**config.mk**
```make
export PLATFORM = sky130hd
export DESIGN_NAME = bus_rr_arbit_flat
export DESIGN_NICKNAME = d
export VERILOG_FILES = /design/src/rtl/bus_rr_arbit_if.sv /design/src/rtl/bus_rr_arbit.sv /design/src/flat_wrapper.sv
export SDC_FILE = /design/constraint.sdc
export NUM_CORES = 1
export LEC_CHECK = 0
export BUFFER_PORTS_ARGS = -buffer_cell sky130_fd_sc_hd__buf_2
export CORE_AREA = 2 2 89 91
export CTS_CLUSTER_SIZE = 30
export DETAILED_ROUTE_END_ITERATION = 6
export DIE_AREA = 0 0 91 93
export GPL_TIMING_DRIVEN = 0
export PLACE_DENSITY_LB_ADDON = 0.15
export SLEW_MARGIN = 20
export SYNTH_ARGS = -nofsm -noshare
export SYNTH_HDL_FRONTEND = slang
export SYNTH_SLANG_ARGS = --single-unit
```
**constraint.sdc**
```tcl
create_clock -name clk -period 1.51 [get_ports clk]
set_input_delay 0.151 -clock clk [delete_from_list [all_inputs] [get_ports clk]]
set_output_delay 0.151 -clock clk [all_outputs]
set_load 0.01 [all_outputs]
```
**src/rtl/bus_rr_arbit_if.sv**
```systemverilog
// Shared-bus signal bundle for bus_rr_arbit: the master modport is the view of the
// attached masters and slaves, the slave modport is the arbiter/mux fabric itself.
interface bus_rr_arbit_if #(
    parameter int NUM_M = 2,
    parameter int NUM_S = 2,
    parameter int AW    = 8,
    parameter int DW    = 32
);
    logic [NUM_M-1:0]    m_req;
    logic [NUM_M-1:0]    m_wr;
    logic [NUM_M*AW-1:0] m_address;
    logic [NUM_M*DW-1:0] m_dout;
    logic [NUM_M-1:0]    m_grant;
    logic [DW-1:0]       m_din;
    logic [NUM_S-1:0]    s_sel;
    logic [AW-1:0]       s_address;
    logic                s_wr;
    logic [DW-1:0]       s_din;
    logic [NUM_S*DW-1:0] s_dout;
    logic                dec_err;

    modport master (
        output m_req, m_wr, m_address, m_dout, s_dout,
        input  m_grant, m_din, s_sel, s_address, s_wr, s_din, dec_err
    );

    modport slave (
        input  m_req, m_wr, m_address, m_dout, s_dout,
        output m_grant, m_din, s_sel, s_address, s_wr, s_din, dec_err
    );
endinterface

```
**src/rtl/bus_rr_arbit.sv**
```systemverilog
// Round-robin shared bus: registered arbiter with a contended-hold limit, address
// decode onto NUM_S slaves, registered read-select return path and decode-error flag.
module bus_rr_arbit #(
    parameter int NUM_M    = 2,
    parameter int NUM_S    = 2,
    parameter int AW       = 8,
    parameter int DW       = 32,
    parameter int SEL_W    = 2,
    parameter int MAX_HOLD = 4
) (
    input  logic            clk,
    input  logic            reset_n,
    bus_rr_arbit_if.slave   bus
);
    localparam int GW = (NUM_M > 1) ? $clog2(NUM_M) : 1;
    localparam int HW = (MAX_HOLD > 0) ? $clog2(MAX_HOLD + 1) : 1;
    localparam logic [SEL_W:0]   NUM_S_L    = (SEL_W+1)'(NUM_S);
    localparam logic [HW:0]      MAX_HOLD_L = (HW+1)'(MAX_HOLD);
    localparam logic [HW-1:0]    HOLD_SAT_L = {HW{1'b1}};
    localparam logic [NUM_M-1:0] PARK_L     = {{(NUM_M-1){1'b0}}, 1'b1};

    logic [GW-1:0]    g_r;
    logic [NUM_M-1:0] grant_r;
    logic [HW-1:0]    hold_r;
    logic [NUM_S-1:0] rd_sel_r;
    logic             dec_err_r;

    logic             req_g_s;
    logic             other_s;
    logic             hit_s;
    logic             limit_s;
    logic [AW-1:0]    addr_s;
    logic [SEL_W-1:0] idx_s;
    logic [NUM_S-1:0] sel_s;
    logic [DW-1:0]    din_s;
    logic [GW-1:0]    cand_s;
    logic [GW-1:0]    rot_s;
    logic [GW-1:0]    g_nxt_s;
    logic [HW-1:0]    hold_inc_s;
    logic [HW-1:0]    hold_nxt_s;

    // Granted-master mux and slave-index decode
    always_comb begin
        req_g_s = bus.m_req[g_r];
        addr_s  = bus.m_address[g_r*AW +: AW];
        idx_s   = addr_s[AW-1 -: SEL_W];
        hit_s   = ({1'b0, idx_s} < NUM_S_L);
        sel_s   = {NUM_S{1'b0}};
        for (int j = 0; j < NUM_S; j++) begin
            sel_s[j] = req_g_s & hit_s & (idx_s == SEL_W'(j));
        end
    end

    // Read return: rd_sel_r is one-hot or zero, so an AND-OR mux suffices
    always_comb begin
        din_s = {DW{1'b0}};
        for (int j = 0; j < NUM_S; j++) begin
            din_s = din_s | (bus.s_dout[j*DW +: DW] & {DW{rd_sel_r[j]}});
        end
    end

    // Next owner and hold count; the nearest requester after g wins the rotation
    always_comb begin
        other_s = |(bus.m_req & ~grant_r);
        rot_s   = g_r;
        cand_s  = g_r;
        for (int k = NUM_M - 1; k >= 1; k--) begin
            cand_s = GW'((int'(g_r) + k) % NUM_M);
            rot_s  = bus.m_req[cand_s] ? cand_s : rot_s;
        end
        hold_inc_s = (hold_r == HOLD_SAT_L) ? hold_r : hold_r + HW'(1);
        limit_s    = (MAX_HOLD != 0) && (({1'b0, hold_r} + (HW+1)'(1)) >= MAX_HOLD_L);
        g_nxt_s    = g_r;
        hold_nxt_s = {HW{1'b0}};
        case ({req_g_s, other_s})
            2'b10: hold_nxt_s = hold_inc_s;
            2'b11: begin
                if (limit_s) begin
                    g_nxt_s = rot_s;
                end else begin
                    hold_nxt_s = hold_inc_s;
                end
            end
            2'b01:   g_nxt_s = rot_s;
            default: g_nxt_s = g_r;
        endcase
    end

    // Arbiter state, registered grant, read select and decode error
    always_ff @(posedge clk or negedge reset_n) begin
        if (!reset_n) begin
            g_r       <= {GW{1'b0}};
            grant_r   <= PARK_L;
            hold_r    <= {HW{1'b0}};
            rd_sel_r  <= {NUM_S{1'b0}};
            dec_err_r <= 1'b0;
        end else begin
            g_r       <= g_nxt_s;
            grant_r   <= PARK_L << g_nxt_s;
            hold_r    <= hold_nxt_s;
            rd_sel_r  <= sel_s;
            dec_err_r <= req_g_s & ~hit_s;
        end
    end

    assign bus.m_grant   = grant_r;
    assign bus.m_din     = din_s;
    assign bus.s_sel     = sel_s;
    assign bus.s_address = addr_s;
    assign bus.s_wr      = bus.m_wr[g_r] & req_g_s;
    assign bus.s_din     = bus.m_dout[g_r*DW +: DW];
    assign bus.dec_err   = dec_err_r;
endmodule

```
**src/flat_wrapper.sv**
```systemverilog
// flat-port wrapper written by rule: the top's interface ports become plain ports
module bus_rr_arbit_flat 
#(
    parameter int NUM_M    = 2,
    parameter int NUM_S    = 2,
    parameter int AW       = 8,
    parameter int DW       = 32,
    parameter int SEL_W    = 2,
    parameter int MAX_HOLD = 4
)
  (clk, reset_n, bus_m_req, bus_m_wr, bus_m_address, bus_m_dout, bus_s_dout, bus_m_grant, bus_m_din, bus_s_sel, bus_s_address, bus_s_wr, bus_s_din, bus_dec_err);
  bus_rr_arbit_if #(.NUM_M(NUM_M), .NUM_S(NUM_S), .AW(AW), .DW(DW)) bus_i ();
  input  logic clk;
  input  logic reset_n;
  input wire logic [$bits(bus_i.m_req)-1:0] bus_m_req;
  input wire logic [$bits(bus_i.m_wr)-1:0] bus_m_wr;
  input wire logic [$bits(bus_i.m_address)-1:0] bus_m_address;
  input wire logic [$bits(bus_i.m_dout)-1:0] bus_m_dout;
  input wire logic [$bits(bus_i.s_dout)-1:0] bus_s_dout;
  output wire logic [$bits(bus_i.m_grant)-1:0] bus_m_grant;
  output wire logic [$bits(bus_i.m_din)-1:0] bus_m_din;
  output wire logic [$bits(bus_i.s_sel)-1:0] bus_s_sel;
  output wire logic [$bits(bus_i.s_address)-1:0] bus_s_address;
  output wire logic [$bits(bus_i.s_wr)-1:0] bus_s_wr;
  output wire logic [$bits(bus_i.s_din)-1:0] bus_s_din;
  output wire logic [$bits(bus_i.dec_err)-1:0] bus_dec_err;
  assign bus_i.m_req = bus_m_req;
  assign bus_i.m_wr = bus_m_wr;
  assign bus_i.m_address = bus_m_address;
  assign bus_i.m_dout = bus_m_dout;
  assign bus_i.s_dout = bus_s_dout;
  assign bus_m_grant = bus_i.m_grant;
  assign bus_m_din = bus_i.m_din;
  assign bus_s_sel = bus_i.s_sel;
  assign bus_s_address = bus_i.s_address;
  assign bus_s_wr = bus_i.s_wr;
  assign bus_s_din = bus_i.s_din;
  assign bus_dec_err = bus_i.dec_err;
  bus_rr_arbit #(.NUM_M(NUM_M), .NUM_S(NUM_S), .AW(AW), .DW(DW), .SEL_W(SEL_W), .MAX_HOLD(MAX_HOLD)) u_core (.clk(clk), .reset_n(reset_n), .bus(bus_i));
endmodule
```
# After elaboration in Yosys (flattened, before gate mapping)
# Cells that the tools add are included.
# word_totals
wordCells,45
input_bits,150
ff_bits,9
out_inout_bits,78
# classes
n_eq_ne,5
magnitude_cmp,4
n_reduce_logical,2
shift,3
muxes,12
add_sub_neg,3
bitwise_logic,11
# op_table
operator,n
32-bit AND,2
64-bit by 7-bit variable part select with 32-bit output,1
32-bit bitwise OR,1
16-bit by 5-bit variable part select with 8-bit output,1
1-bit two-way mux,8
3-bit two-way mux,2
3-bit case mux with 2 select lines,1
1-bit AND,5
3-bit by 1-bit adder with 4-bit output (second input constant),1
2-bit by 1-bit equality test with 1-bit output (second input constant),2
2-bit equality test (second input constant),2
4-bit by 3-bit greater-or-equal comparator with 1-bit output (second input constant),1
1-bit by 2-bit less-than comparator with 1-bit output (second input constant),2
3-bit by 1-bit adder with 3-bit output (second input constant),1
3-bit equality test (second input constant),1
2-bit AND,1
2-bit zero test,1
2-bit less-than comparator (second input constant),1
2-bit inverter,1
1-bit case mux with 2 select lines,1
2-bit OR reduction,1
1-bit by 1-bit << shifter with 2-bit output (first input constant),1
1-bit adder (second input constant),1
1-bit inverter,1

# Depth between registers and ports, before layout
# Gate-level depths: netlist of the first run.
# depth
ltp_word,7
ltp_mapped,6

# Least setup slack after synthesis of the first run
# OpenSTA, ideal clock, no wires.
# synth_path
path_kind,reg-to-reg
start,register u_core.hold_r[0]
end,register with a tool-made name
path_stages_with_launch,7
arrival_ns,1.411
path_buffers,0
period_less_slack_ns,1.537
setup_ns,0.126
slack_ns,-0.027
cell_sequence,dfrtp_1 -> ha_1 -> inv_1 -> ha_1 -> a31oi_1 -> nand2_1 -> a221o_1
# synth_lines
element,line_no,source
start: declaration,bus_rr_arbit.sv:24,logic [HW-1:0] hold_r;
start signal: assignment,bus_rr_arbit.sv:94,hold_r <= {HW{1'b0}};
start signal: assignment,bus_rr_arbit.sv:100,hold_r <= hold_nxt_s;

==> impl_metrics.yaml, run 1 <==
run_status:
  status: "finished with violations"
  violations: "setup timing"
logic_synthesis:
  yosys_warnings: 0
  synthesis.area_um2: 1220
  ys_ff_latch: 8
  synth_nets: 275
  ys_types: 26
  avgSynthCellArea_um2: 9.99
  synth_cells: 122
  yosysSeqAreaShare: 0.165
clock_tree:
  clk_latency_ns: 0.22
  clk_pin_slew_worst_paths_ns: 0.04
  cts_tree: "built"
  cts.sinks: 8
  h-tree-depth: 1
  cts_root_buf: "clkbuf_8"
  cts_buffers: 3
  clk_path_buf_depth: 2
timing:
  slew_headroom: 0.693
  setup_slack_ns: -0.0667
  slew_viol_final: 0
  fin_worst_skew_ns: 0.00542
  setup_violations: 41
  fin_hold_ws_ns: 0.230
  fmax_mhz: 634
  fin_crit_ns: 1.58
  finalCritPeriodShare: 1.04
  rsz0062_at_grt: "true"
  worst_pin_slew_ns: 0.447
  finalHoldViolCount: 0
  tns_ns: -1.27
floorplan:
  core_area_um2: 7530
  die_area_um2: 8460
  die_h_um: 93
  start_util: 0.162
  fp-row-count: 32
  ios: 228
  die_w_um: 91
final_layout:
  drive_gt1_frac: 0.847
  syn_to_final_growth_pct: 155
  finalNetCount: 519
  fin_area_um2: 3110
  diodes: 0
global_routing:
  grt.total_usage: 0.130
  antenna_found_initial: 0
  grt_pass1_wl_um: 9330
  grt_max_degree: 11
  grt_pass1_vias: 2053
  gr-total-overflow: 0
drt:
  drt-pass1-iter-count: 4
  drc: 0
  drt_iter0_drc: 35
  avgViaCountPerCell: 4.27
  wl_um: 6230
  ant_nets: 0
  wl_per_cell_um: 13.3
  dr_total_vias: 1996
flow_run:
  maxCapViolations: 0
worst_setup_path:
  r2r_slack_ns: -0.07
  worstSetupEndpointType: "flop"
  cp_max_fo: 3
  cp.arrival_ns: 1.68
  setup.worst_path.start: "u_core.hold_r[1]"
  path_class: "flop to flop"
  required_ns: 1.61
  reg2reg_depth: 6
  rr_startpoint: "u_core.hold_r[1]"
  start_kind: "flop"
power_and_ir_drop:
  max-vdd-ir-drop_mv: 0.565
  leakage_uw: 0.00180
  power.density_nw_per_um2: 1310
place:
  dpl_worst_slack_ns: -0.137
  place_area_um2: 2480
  place.gp.congestion: 0.742
  hpwlAfterDp_um: 5000
  io_buffers: 227
min_path:
  hold_path.class: "input pin to flop"
report_power, final:
group          internal, uW  switching, uW
registers               301           85.3
logic                  2070           1360
clock network           183           79.8
total                  2550           1520
worst min path at each step:
stage                 startpoint                    endpoint  slack, ns  cells past startpoint
floorplan                reset_n  asynchronous set/reset pin      -0.14                      0
global placement         reset_n          u_core.rd_sel_r[1]      0.003                      1
detailed placement       reset_n          u_core.rd_sel_r[1]      0.005                      1
CTS                 bus_m_req[0]       u_core.bus.m_grant[0]       0.24                      3
global route        bus_m_req[0]       u_core.bus.m_grant[0]       0.23                      3
finish              bus_m_req[0]       u_core.bus.m_grant[0]       0.23                      3
logic make-up after synthesis:
group | count (synthesis) | synth area share
multiplexers | 42 | 0.386
flip-flops | 8 | 0.165
adder cells (fa/ha/maj) | 3 | 0.0308
XOR/XNOR | 1 | 0.00719
AND/OR/NAND/NOR | 14 | 0.0585
AO/OA/AOI/OAI | 38 | 0.266
buffers and inverters | 16 | 0.0862
synthesized netlist by cell type:
master,count,area (um2)
a21oi_1,1,5.00
a221o_1,1,10.0
a221oi_1,1,8.76
a22o_1,32,280
a31oi_1,1,6.26
a32oi_1,1,8.76
and2b_1,1,7.51
and3_1,1,6.26
buf_4,1,7.51
buf_6,4,45.0
buf_8,1,15.0
clkbuf_1,6,22.5
dfrtp_1,7,175
dfstp_2,1,26.3
ha_1,3,37.5
inv_1,4,15.0
mux2_2,40,450
mux2i_1,2,20.0
nand2_1,2,7.51
nand2b_1,2,12.5
nand3_1,1,5.00
nor2_1,3,11.3
nor2b_1,1,6.26
nor3_1,3,15.0
o21ai_0,1,5.00
xor2_1,1,8.76
critical path, cell delays in order (launching register included):
cell and delay, ns:
dfrtp_1 0.42, ha_2 0.21, inv_2 0.06, ha_4 0.19
a31oi_4 0.19, nand2_2 0.09, a221o_1 0.29
placed cells by master (no fill, tap or decap), types with 2 or more instances in the layout:
master	count
dfrtp_1	5
mux2_4	30
buf_2	194
clkbuf_16	2
clkbuf_8	3
inv_1	3
a22o_1	32
mux2i_1	2
dfrtp_2	2
buf_4	8
buf_8	2
mux2_2	10
nor2_2	2
nand2b_1	2
buf_6	35
clkbuf_2	6
buf_12	3
nor3_1	3
timing repair:
item                                    CTS  global route
gates cloned                              0             2
buffers inserted                          7             2
endpoints found under the setup margin   59            46
endpoints found under the hold margin     8             0
resized for setup                        58            39
pin swaps                                 4             4
hold buffers                              1             0
area by class of cell:
type                    instances  area (um2)
repair buffers                239        1480
multi-input cells              98        1110
fillers                       769        4420
well taps                     102         128
inverters                       4        15.0
plain buffers                  12         128
flip-flops and latches          8         204
clock buffers                   4        45.0
through the flow:
stage	util	instances	power, uW
after global routing	0.413	467	4340
final	0.413	467	4080
after floorplan	-	122	1840
after global placement	0.330	451	2710
after CTS	0.382	463	3610
after detailed placement	0.330	451	2710
per-layer routing:
| metal | share of wire | track usage | up-vias |
|---|---|---|---|
| met5 | 0 | 0 | - |
| met3 | 0.10 | 0.0234 | 4 |
| li1 | - | - | 966 |
| met1 | 0.37 | 0.134 | 885 |
| met2 | 0.52 | 0.270 | 141 |
| met4 | 0.0085 | 0.0240 | 0 |
Power figures use the tool's default switching activity.
==> run 2: changes to the inputs <==
Settings changed: RECOVER_POWER set to 25.
==> impl_metrics.yaml, run 2 (synthesized netlist as in run 1, its figures left out) <==
worst_setup_path:
  r2r_slack_ns: -0.07
  crit_buf_inv: 1
  cp_max_fo: 3
  start_kind: "flop"
  rr_startpoint: "u_core.hold_r[1]"
  worstSetupEndpointType: "flop"
  crit_family: "compound AO/OA/AOI/OAI gates"
  cp.arrival_ns: 1.68
  crit_chain: "ha_2 > inv_2 > ha_4 > a31oi_4 > nand2_2 > a221o_1"
  required_ns: 1.61
  slowest_delay_ns: 0.42
  path_class: "flop to flop"
  cp.depth: 6
  setup.worst_path.start: "u_core.hold_r[1]"
  reg2reg_depth: 6
  slowest_stage: "dfrtp_1"
timing:
  finalHoldViolCount: 0
  fin_worst_skew_ns: 0.00538
  setup_violations: 41
  slew_viol_final: 0
  fmax_mhz: 634
  fin_crit_ns: 1.58
  rsz0062_at_grt: "true"
  worst_pin_slew_ns: 0.447
  slew_headroom: 0.693
  finalCritPeriodShare: 1.04
  setup_slack_ns: -0.0667
  fin_hold_ws_ns: 0.230
global_routing:
  grt.total_usage: 0.130
  grt_pass1_vias: 2053
  grt_max_degree: 11
  gr-total-overflow: 0
  grt_pass1_wl_um: 9330
  antenna_found_initial: 0
clock_tree:
  cts_buffers: 3
  cts_tree: "built"
  cts.sinks: 8
  clk_pin_slew_worst_paths_ns: 0.04
  clk_path_buf_depth: 2
  clk_latency_ns: 0.22
  h-tree-depth: 1
  cts_root_buf: "clkbuf_8"
final_layout:
  diodes: 0
  final_cell_mix: "buf_2, buf_6, a22o_1"
  final_cells: 467
  syn_to_final_growth_pct: 155
  finalNetCount: 519
  fillers: 769
  final_common_cell: "buf_2"
  final_core_util: 0.412
  drive_gt1_frac: 0.838
run_status:
  status: "finished with violations"
  violations: "setup timing"
drt:
  wl_um: 6230
  wl_per_cell_um: 13.3
  dr_total_vias: 1995
  avgViaCountPerCell: 4.27
  drt-pass1-iter-count: 4
  drt_iter0_drc: 35
  drc: 0
  ant_nets: 0
power_and_ir_drop:
  max-vdd-ir-drop_mv: 0.565
  power.density_nw_per_um2: 1310
  leakage_uw: 0.00179
min_path:
  hold_start: "bus_m_req[0]"
  hold_path.class: "input pin to flop"
place:
  dpl_worst_slack_ns: -0.137
  io_buffers: 227
  placedCellCount: 451
  place.gp.congestion: 0.742
  hpwlAfterDp_um: 5000
floorplan:
  ios: 228
  die_w_um: 91
  die_area_um2: 8460
  die_h_um: 93
  fp-row-count: 32
  core_area_um2: 7530
  start_util: 0.162
flow_run:
  maxCapViolations: 0
-- run 2: metrics by stage --
step | instance area, um2 | power (uW) | TNS, ns
2_1_floorplan | 1220 | 1840 | -0.00158
6_report | 3100 | 4070 | -1.27
3_3_place_gp | 2480 | 2710 | -0.240
3_5_place_dp | 2480 | 2710 | -0.243
5_1_grt | 3100 | 4330 | -3.35
4_1_cts | 2880 | 3610 | -1.30
-- run 2: area by class of cell --
class	instances	area [um2]	area share
Inverter	4	15.0	0.00484
Timing Repair Buffer	239	1470	0.475
Tap cell	102	128	0.0411
Multi-Input combinational cell	98	1110	0.357
Clock buffer	4	45.0	0.0145
Buffer	12	128	0.0411
Sequential cell	8	204	0.0658
-- run 2: per-layer routing --
metal / track usage / routed length [um] / part of all wire / up-vias
met3: 0.0234 / 624 / 0.10 / 4
met5: 0 / 0 / 0 / -
met4: 0.0240 / 53 / 0.0085 / 0
li1: - / - / - / 965
met1: 0.134 / 2280 / 0.37 / 885
met2: 0.270 / 3270 / 0.52 / 141
-- run 2: timing repair --
item / 4_1_cts / 5_1_grt
hold buffers: 1 / 0
pin swaps: 4 / 4
resized for setup: 58 / 39
hold endpoints to repair: 8 / 0
setup endpoints to repair: 59 / 46
gates cloned: 0 / 2
buffers inserted: 7 / 2
-- run 2: worst min-delay path by stage --
stage,to,slack (ns),cells past startpoint
after CTS,u_core.bus.m_grant[0],0.24,3
after global placement,u_core.rd_sel_r[1],0.003,1
after floorplan,asynchronous set/reset pin,-0.14,0
final,u_core.bus.m_grant[0],0.23,3
after global routing,u_core.bus.m_grant[0],0.23,3
after detailed placement,u_core.rd_sel_r[1],0.005,1
-- run 2: worst reg2reg max path: cells and delay by family, from the launching register on --
kind            cells  cell delay (ns)
compound gates      2             0.48
fa+ha+maj           2             0.40
buf+inv             1             0.06
flops               1             0.42
simple gates        1             0.09
-- run 2: power by group --
group | switching [uW] | total (uW) | internal [uW]
Clock | 79.8 | 262 | 183
Sequential | 85.9 | 387 | 301
Combinational | 1360 | 3420 | 2060
Total | 1520 | 4070 | 2550
==> run 3: changes to the inputs <==
Settings changed: PLACE_DENSITY_LB_ADDON 0.15 to 0.05.
==> impl_metrics.yaml, run 3 (synthesized netlist as in run 1, its figures left out) <==
run_status:
  status: "finished with violations"
  violations: "setup timing"
worst_setup_path:
  required_ns: 1.36
  r2r_slack_ns: 0.02
  cp.arrival_ns: 1.38
  cp_max_fo: 10
  rr_startpoint: "u_core.hold_r[1]"
  reg2reg_depth: 6
  worstSetupEndpointType: "primary output"
  start_kind: "flop"
  path_class: "flop to primary output"
place:
  hpwlAfterDp_um: 5490
  placedCellCount: 451
  place_area_um2: 2480
  dpl_worst_slack_ns: -0.127
  place.gp.congestion: 0.707
  io_buffers: 227
global_routing:
  grt_max_degree: 11
  gr-total-overflow: 0
  grt.total_usage: 0.134
  grt_pass1_vias: 1923
  grt_pass1_wl_um: 9250
  antenna_found_initial: 0
clock_tree:
  cts_root_buf: "clkbuf_8"
  clk_latency_ns: 0.23
  cts.sinks: 8
  cts_tree: "built"
  h-tree-depth: 1
  clk_path_buf_depth: 2
  clk_pin_slew_worst_paths_ns: 0.04
  cts_buffers: 3
floorplan:
  start_util: 0.162
  die_h_um: 93
  core_area_um2: 7530
  fp-row-count: 32
  die_w_um: 91
  die_area_um2: 8460
  ios: 228
timing:
  finalCritPeriodShare: 1.02
  fin_crit_ns: 1.54
  fmax_mhz: 651
  slew_headroom: 0.676
  fin_worst_skew_ns: 0.00220
  setup_slack_ns: -0.0257
  worst_pin_slew_ns: 0.486
  setup_violations: 34
  slew_viol_final: 0
  rsz0062_at_grt: "true"
  finalHoldViolCount: 0
min_path:
  min_delay_worst_endpoint: "u_core.bus.m_grant[0]"
  hold_path.class: "input pin to flop"
  hold_start: "bus_m_req[0]"
  holdPathStages: 3
power_and_ir_drop:
  leakage_uw: 0.00162
  power_uw: 3550
  power.density_nw_per_um2: 1250
  max-vdd-ir-drop_mv: 0.748
final_layout:
  fin_area_um2: 2850
  drive_gt1_frac: 0.827
  syn_to_final_growth_pct: 134
  fillers: 817
  final_cells: 467
  seq_area_um2: 203
  multi_input_area_um2: 1000
  final_common_cell: "buf_2"
  diodes: 0
  final_cell_mix: "buf_2, mux2_2, a22o_1"
  finalNetCount: 519
drt:
  wl_um: 6490
  ant_nets: 0
  wl_per_cell_um: 13.9
  dr_total_vias: 2001
  drc: 0
  drt_iter0_drc: 24
  drt-pass1-iter-count: 4
  avgViaCountPerCell: 4.28
flow_run:
  maxCapViolations: 0
## run 3: changes by cell type in the layout (fill, tap and decap cells not counted), sizes merged
cell / change
buf: +2
clkbuf: -2
## run 3: per-stage QoR
stage	util	hold WS, ns	setup TNS [ns]
floorplan	-	-0.145	-0.00158
global placement	0.330	0.0135	-0.342
detailed placement	0.330	0.0165	-0.205
CTS	0.360	0.247	-1.28
global route	0.378	0.242	-2.91
finish	0.378	0.222	-0.429
## run 3: power by group
group          leakage, uW  internal, uW  switching [uW]
Clock            0.0000228           183            87.9
Sequential        0.000100           298            62.6
Combinational      0.00150          1670            1250
Total              0.00162          2150            1400
## run 3: how the worst max path moves through the flow
stage | start | to | cells after the start
floorplan | u_core.hold_r[0] | flop | 6
global placement | u_core.hold_r[0] | flop | 6
detailed placement | u_core.hold_r[0] | flop | 6
CTS | flop | bus_s_sel[1] | 6
global route | flop | bus_s_address[3] | 4
finish | flop | bus_s_din[23] | 4
## run 3: what timing repair did
item / 4_1_cts / 5_1_grt
endpoints found under the hold margin: 7 / 0
setup endpoints to repair: 55 / 52
hold buffers: 1 / 0
setup buffers: 9 / 2
gates resized for setup: 21 / 28
pin swaps: 6 / 6
## run 3: layer usage
metal	global-route usage	vias up	wire (um)
li1	-	964	-
met1	0.134	897	2190
met2	0.276	138	3580
met3	0.0355	2	697
met4	0.0227	0	22
met5	0	-	0
## run 3: final cells by class
cell class | count | share of cell area
plain buffers | 12 | 0.0400
clock buffers | 4 | 0.0158
inverters | 4 | 0.00527
multi-input cells | 98 | 0.351
flip-flops and latches | 8 | 0.0711
well taps | 102 | 0.0448
repair buffers | 239 | 0.472
## run 3: critical path: stages, from the launching register on
cell	delay [ns]
dfrtp_2	0.39
buf_8	0.14
buf_6	0.15
mux2_2	0.33
buf_2	0.14
